## src/rtl/motor_pwm_drive.sv

```systemverilog
// Two-channel motor PWM driver with period-aligned sampling,
// reversal dead period and emergency stop.
module motor_pwm_drive #(
    parameter int CLK_DIV = 100
) (
    input  logic       clk,
    input  logic       rst_n,
    input  logic       en,
    input  logic       estop,
    input  logic [4:0] duty_l,
    input  logic [4:0] duty_r,
    input  logic       dir_l,
    input  logic       dir_r,
    output logic       pwm_l,
    output logic       pwm_r,
    output logic       dir_l_out,
    output logic       dir_r_out,
    output logic       period_start
);

    localparam int PW = (CLK_DIV > 2) ? $clog2(CLK_DIV) : 1;
    localparam logic [PW-1:0] PMAX = PW'(CLK_DIV - 1);

    typedef enum logic {
        RUN  = 1'b0,
        DEAD = 1'b1
    } state_e;

    logic [PW-1:0] presc_q, presc_d;
    logic [4:0]    cnt_q, cnt_d;
    logic          ps_q;
    logic          tick;
    logic          boundary;

    logic [4:0] duty_in [2];
    logic [1:0] dir_in;

    state_e     st_q  [2];
    state_e     st_d  [2];
    logic [4:0] act_q [2];
    logic [4:0] act_d [2];
    logic [1:0] dir_q, dir_d;
    logic [1:0] pwm_q, pwm_d;

    assign duty_in[0] = duty_l;
    assign duty_in[1] = duty_r;
    assign dir_in     = {dir_r, dir_l};

    assign tick     = (presc_q == PMAX);
    assign boundary = tick && (cnt_q == 5'd31);

    always_comb begin
        presc_d = tick ? '0 : presc_q + 1'b1;
        cnt_d   = tick ? cnt_q + 5'd1 : cnt_q;
    end

    always_ff @(posedge clk or negedge rst_n) begin
        if (!rst_n) begin
            presc_q <= '0;
            cnt_q   <= '0;
            ps_q    <= 1'b0;
        end else begin
            presc_q <= presc_d;
            cnt_q   <= cnt_d;
            ps_q    <= boundary;
        end
    end

    // FSM state register (both channels)
    always_ff @(posedge clk or negedge rst_n) begin
        if (!rst_n) begin
            for (int i = 0; i < 2; i++) begin
                st_q[i] <= RUN;
            end
        end else begin
            for (int i = 0; i < 2; i++) begin
                st_q[i] <= st_d[i];
            end
        end
    end

    // Next state: estop wins over a coincident boundary
    always_comb begin
        for (int i = 0; i < 2; i++) begin
            st_d[i] = st_q[i];
            if (estop) begin
                st_d[i] = RUN;
            end else if (boundary) begin
                unique case (st_q[i])
                    RUN:  st_d[i] = (dir_in[i] == dir_q[i]) ? RUN : DEAD;
                    DEAD: st_d[i] = RUN;
                endcase
            end
        end
    end

    always_comb begin
        dir_d = dir_q;
        for (int i = 0; i < 2; i++) begin
            act_d[i] = act_q[i];
            pwm_d[i] = en && !estop && (cnt_q < act_q[i]);
            if (estop) begin
                act_d[i] = '0;
            end else if (boundary) begin
                unique case (st_q[i])
                    RUN: begin
                        act_d[i] = (dir_in[i] == dir_q[i]) ? duty_in[i] : '0;
                    end
                    DEAD: begin
                        act_d[i] = duty_in[i];
                        dir_d[i] = dir_in[i];
                    end
                endcase
            end
        end
    end

    always_ff @(posedge clk or negedge rst_n) begin
        if (!rst_n) begin
            for (int i = 0; i < 2; i++) begin
                act_q[i] <= '0;
            end
            dir_q <= 2'b11;
            pwm_q <= 2'b00;
        end else begin
            for (int i = 0; i < 2; i++) begin
                act_q[i] <= act_d[i];
            end
            dir_q <= dir_d;
            pwm_q <= pwm_d;
        end
    end

    assign pwm_l        = pwm_q[0];
    assign pwm_r        = pwm_q[1];
    assign dir_l_out    = dir_q[0];
    assign dir_r_out    = dir_q[1];
    assign period_start = ps_q;

endmodule

```

## config.mk

```make
export PLATFORM = sky130hd
export DESIGN_NAME = motor_pwm_drive
export DESIGN_NICKNAME = d
export VERILOG_FILES = /design/src/rtl/motor_pwm_drive.sv
export SDC_FILE = /design/constraint.sdc
export NUM_CORES = 1
export LEC_CHECK = 0
export CAP_MARGIN = 40
export CORE_ASPECT_RATIO = 1.1
export CORE_UTILIZATION = 49
export CTS_CLUSTER_SIZE = 28
export DETAILED_ROUTE_END_ITERATION = 8
export PLACE_DENSITY = 0.78
export SYNTH_ARGS = -nofsm -noshare
export SYNTH_HDL_FRONTEND = slang
export SYNTH_SLANG_ARGS = --single-unit
```

## constraint.sdc

```tcl
create_clock -name clk -period 1.7 [get_ports clk]
set_clock_uncertainty 0.05 [all_clocks]
set_input_delay 0.34 -clock clk [delete_from_list [all_inputs] [get_ports clk]]
set_output_delay 0.34 -clock clk [all_outputs]
set_load 0.02 [all_outputs]
```

# == After elaboration in Yosys (flattened, before gate mapping) ==
# Index checks and enable logic that the tools add are counted.
# W data, S select, Z words.
# word_totals
mem_bits_rw,0
elab_cells,46
mem_count,0
romBits,0
latchBits,0
register_bits,29
inputBits,16
# classes
n_mux,17
mul,0
n_reduce_logical,8
add_sub_neg,2
order_cmp,2
eq_ne,4
n_div,0
n_shift,0
bitwise_logic,3
# op_table
operator,count
$mux W5,6
$pmux W5 S2,2
$lt A5 B5 Y1,2
$add A7 B1 Y7 const B,1
$eq A7 B7 Y1 const B,1
$mux W7,1
$mux W1,6
$reduce_and A3 Y1,2
$add A5 B1 Y5 const B,1
$eq A5 B5 Y1 const B,1
$logic_and A1 B1 Y1,4
$pmux W1 S2,2
$not A1 Y1,3
$eq A1 B1 Y1,2
$reduce_bool A2 Y1,1
$logic_not A1 Y1,1

# == Depth between registers and ports, before layout ==
# depth
depth_word,5
mapped_depth,7
ltp_nobuf,6

# == Worst setup path before layout ==
# No wires, ideal clock.
# synth_path
kind,register -> register
start,register cnt_q[0]
end,register act_q[3] (netlist name)
setup_slack_ns,0.046
setup_time_ns,0.101
t_arrival_ns,1.503
n_path_buf,1
path_stages_with_launch,8
cell_sequence,dfrtp_1 > ha_1 > and3_1 > ha_1 > nand3b_4 > nor2_1 > buf_6 > o32ai_1
# synth_between
elab_chain_len,3
# synth_rtl
element,line_no,source
from (decl),30,"logic [4:0] cnt_q, cnt_d;"
from (signal assigned),64,cnt_q <= cnt_d;
$eq A5 B5 Y1,50,assign boundary = tick && (cnt_q == 5'd31);
$logic_and A1 B1 Y1,50,
via boundary,33,logic boundary;
$reduce_bool A2 Y1 (no source line),-,
"to (signal, indexed assignment)",127,act_q[i] <= act_d[i];
to (decl),40,logic [4:0] act_q [2];
# The timed path passes the listed nets, and every way through them passes these cells.
# A chain may end at the register's enable or synchronous reset.

# == Final worst setup path ==
# layout_path
start,register cnt_q[1]
end,register dir_q[1]
# layout_between
elab_chain_len,3
# layout_rtl
element,line_no,source
$eq A5 B5 Y1,50,
$logic_and A1 B1 Y1,50,
$reduce_and A3 Y1 (no source line),-,
to (signal assigned),129,dir_q <= dir_d;
to (decl),42,"logic [1:0] dir_q, dir_d;"
# Every way passes these cells.

==> results.sh <==
export IMPL_cts_hold_fix_buffers=0
export IMPL_worstSetupEndpointType="flop"
export IMPL_timing_critical_path_slowest_stage_cell="sky130_fd_sc_hd__dfrtp_1"
export IMPL_final_cell_mix="sky130_fd_sc_hd__dfrtp_1, sky130_fd_sc_hd__clkdlybuf4s50_1, sky130_fd_sc_hd__buf_4"
export IMPL_worst_r2r_path_cells=7
export IMPL_cellInternalPower_uw=941.7
export IMPL_core_area_mm2=0.003048
export IMPL_gp_routability_congestion=0.7343
export IMPL_fmax_ghz=0.5692
export IMPL_violated_checks="negative setup slack"
export IMPL_area_growth_pct=38.25
export IMPL_timing_final_hold_violations=0
export IMPL_postSynthRegisterBits=29
export IMPL_reg2reg_to="dir_q[1]$_DFFE_PN1P_"
export IMPL_finish_instance_area_mm2=0.002157
export IMPL_timing_setup_critical_path_class="reg -> reg"
export IMPL_synthesis_area_per_instance_um2=11.47
export IMPL_clock_power_share_pct=34.4
export IMPL_grt_max_degree=30
export IMPL_seq_power_share_pct=57.3
export IMPL_syn_num_nets=163
export IMPL_final_common_cell="sky130_fd_sc_hd__dfrtp_1"
export IMPL_slew_violations=0
export IMPL_finalSetupViolCount=2
export IMPL_floorplan_die_area_mm2=0.003414
export IMPL_setup_ws_ns=-0.05691
export IMPL_ioPinCount=21
export IMPL_cap_violations=0
export IMPL_finish_cell_count_without_fillers=213
export IMPL_placement_cell_area_mm2=0.001902
export IMPL_layout_drive_gt1_share_pct=31.84
export IMPL_antenna_left=0
export IMPL_detailed_routing_iteration_count_for_the_pre_antenna_repair_pass=4
export IMPL_cp_data_required_time_ns=1.90
export IMPL_cts_clk_slew_worst_paths_ns=0.09
export IMPL_grt_pass1_vias=1280
export IMPL_setup_repair_after_global_routing_missed_its_margin="yes"
export IMPL_post_drt_via_cell_ratio=5.742
export IMPL_synth_seq_area_share_pct=46.67
export IMPL_ys_warn_count=0
export IMPL_cts_htree_levels=2
export IMPL_cts_buffers=5
export IMPL_num_fill_cells=211
export IMPL_timing_max_slew_rel_slack_pct=74.05
export IMPL_dominant_combinational_cell_family_by_area_after_synthesis="simple AND/OR/NAND/NOR gates"
export IMPL_vias=1223
export IMPL_p_sw_share_pct=22.46
export IMPL_synth_compound_area_share_pct=12.99
export IMPL_num_antenna_cells=0
export IMPL_finalCoreUtilization_pct=70.77
export IMPL_synth_lib_cells_used_distinct=34
export IMPL_setup_tns_final_ns=-0.07223
export IMPL_die_h_um=61.18
export IMPL_clk_insertion_delay_late_ns=0.32
export IMPL_number_of_antenna_violations_at_the_first_check_in_global_routing=0
export IMPL_max_clock_buf_depth=2
export IMPL_cts_root_buffer="sky130_fd_sc_hd__clkbuf_4"
export IMPL_dp_hpwl_mm=2.257
export IMPL_synth_area_mux_share_pct=3.528
export IMPL_synth_cell_area_mm2=0.001560
export IMPL_finalWirelength_mm=3.454
export IMPL_cpPeakStageDelay_ns=0.36
export IMPL_wl_per_cell_um=16.22
export IMPL_grt_remaining_overflow=0
export IMPL_r2r_start="cnt_q[1]$_DFFE_PN0N_"
export IMPL_cts_sinks=29
export IMPL_critical_path_cell_chain="ha_2, and3_4, ha_4, nand3b_4, buf_12, nor4_4, mux2_4"
export IMPL_synth_enable_flop_cells=0
export IMPL_power_density_mw_per_mm2=563.0
export IMPL_outcome="complete, but fails checks"
export IMPL_ir_worst_vdd_mv=0.6599
export IMPL_holdCritPathClass="in -> async"
export IMPL_iter_0_drt_violations=23
export IMPL_placement_io_buffers=20
export IMPL_initial_core_util_pct=51.19
export IMPL_synthSimpleGateAreaFrac_pct=17.64
export IMPL_yosys_most_used_dff="sky130_fd_sc_hd__dfrtp_1"
export IMPL_post_synth_xor_area_fraction_pct=4.491
export IMPL_dp_cells=199
export IMPL_power_consumption_mw=1.214
export IMPL_timing_critical_path_arrival_ns=1.96
export IMPL_rows=21
export IMPL_tritoncts="done"
export IMPL_hold_worst_slack_ns=0.3583
export IMPL_post_synthesis_share_of_cell_area_spent_on_full_adders_half_adders_and_majority_gates_pct=8.821
export IMPL_p_leak_nw=0.9463
export IMPL_path_max_fanout=5
export IMPL_placement_setup_worst_slack_ns=-0.2735
export IMPL_fin_nets=206
export IMPL_power_share_combinational_pct=8.3
export IMPL_transition_time_of_the_tightest_slew_check_pin_ns=0.3795
export IMPL_p_switching_uw=272.7
export IMPL_ys_async_sr_fraction_pct=100.0
export IMPL_finalCritPeriodShare_pct=103.3
export IMPL_route_detailed_drc=0
export IMPL_reg2reg_setup_slack_ns=-0.06
export IMPL_period_needed_ns=1.757
export IMPL_track_usage_pct=22.00
export IMPL_die_width_um=55.80
export IMPL_synthCells=136
export IMPL_timing_critical_path_from_type="flop"
export IMPL_grt_first_pass_wirelength_mm=5.554
-- synthesized netlist by cell type (3+ instances only) --
library cell,instances,area [um^2]
sky130_fd_sc_hd__nand3_1,3,15.01
sky130_fd_sc_hd__xnor2_1,3,26.28
sky130_fd_sc_hd__xor2_1,5,43.79
sky130_fd_sc_hd__nand4_1,3,18.77
sky130_fd_sc_hd__nor2_1,4,15.01
sky130_fd_sc_hd__o32ai_1,10,87.58
sky130_fd_sc_hd__inv_1,14,52.55
sky130_fd_sc_hd__nand2b_1,13,81.33
sky130_fd_sc_hd__ha_1,11,137.6
sky130_fd_sc_hd__o21ai_0,3,15.01
sky130_fd_sc_hd__clkbuf_1,3,11.26
sky130_fd_sc_hd__dfrtp_1,27,675.7
sky130_fd_sc_hd__a21oi_1,4,20.02
-- final cells by class --
type | instances | area [um^2] | share of cell area [%]
multi-input combinational | 87 | 883.3 | 40.95
sequential | 29 | 728.2 | 33.76
timing repair buffer | 42 | 395.4 | 18.33
clock buffer | 7 | 55.05 | 2.552
inverter | 14 | 52.55 | 2.436
tap | 34 | 42.54 | 1.972
-- layer usage --
| metal | vias up | global-route usage (%) | wire (um) | part of all wire [%] |
|---|---|---|---|---|
| met1 | 605 | 23.01 | 1363 | 39 |
| met5 | - | 0 | 0 | 0 |
| li1 | 580 | - | - | - |
| met2 | 27 | 40.79 | 1866 | 54 |
| met3 | 11 | 6.723 | 144 | 4.2 |
| met4 | 0 | 11.79 | 80 | 2.3 |
-- kinds of logic after synthesis --
kind of cell             after synthesis
AND/OR/NAND/NOR                       36
flip-flops                            29
AO/OA/AOI/OAI                         27
buffers and inverters                 20
adder cells (fa/ha/maj)               11
XOR/XNOR                               8
multiplexers                           5
-- sequential cells by signal, summed over array words and instances (netlist names) --
signal / cells
st_q: 2
cnt_q: 5
period_start: 1
act_q: 10
pwm_q: 2
dir_q: 2
presc_q: 7
-- worst max-delay path by stage --
stage,start,endpoint,slack [ns],cells after the start
final,cnt_q[1]$_DFFE_PN0N_,dir_q[1]$_DFFE_PN1P_,-0.06,7
after global routing,cnt_q[0]$_DFFE_PN0N_,dir_q[1]$_DFFE_PN1P_,-0.11,7
after CTS,cnt_q[1]$_DFFE_PN0N_,dir_q[1]$_DFFE_PN1P_,-0.05,7
after detailed placement,cnt_q[0]$_DFFE_PN0N_,act_q[3]$_DFFE_PN0P_,-0.27,6
after global placement,cnt_q[0]$_DFFE_PN0N_,act_q[4]$_DFFE_PN0P_,-0.16,6
after floorplan,cnt_q[0]$_DFFE_PN0N_,act_q[3]$_DFFE_PN0P_,0.05,7
-- power by group through the flow --
stage	sequential [mW]	combinational (mW)	clock, mW
2_1_floorplan	0.713	0.0251	0
3_3_place_gp	0.709	0.0913	0
3_5_place_dp	0.709	0.0928	0
4_1_cts	0.696	0.0961	0.426
5_1_grt	0.696	0.111	0.447
6_report	0.696	0.101	0.417
-- worst max-delay path: cells and delay by family (launching register included) --
kind	cells	cell delay, ns
adder cells (fa/ha/maj)	2	0.33
buffers and inverters	1	0.15
flip-flops	1	0.36
multiplexers	1	0.34
AND/OR/NAND/NOR	3	0.46
-- what timing repair did --
action / in CTS / in global routing
pin swaps: 5 / 7
gates resized for setup: 16 / 13
setup endpoints to repair: 15 / 17
buffers inserted: 6 / 1
No activity file was read; power rests on OpenSTA's default activity.
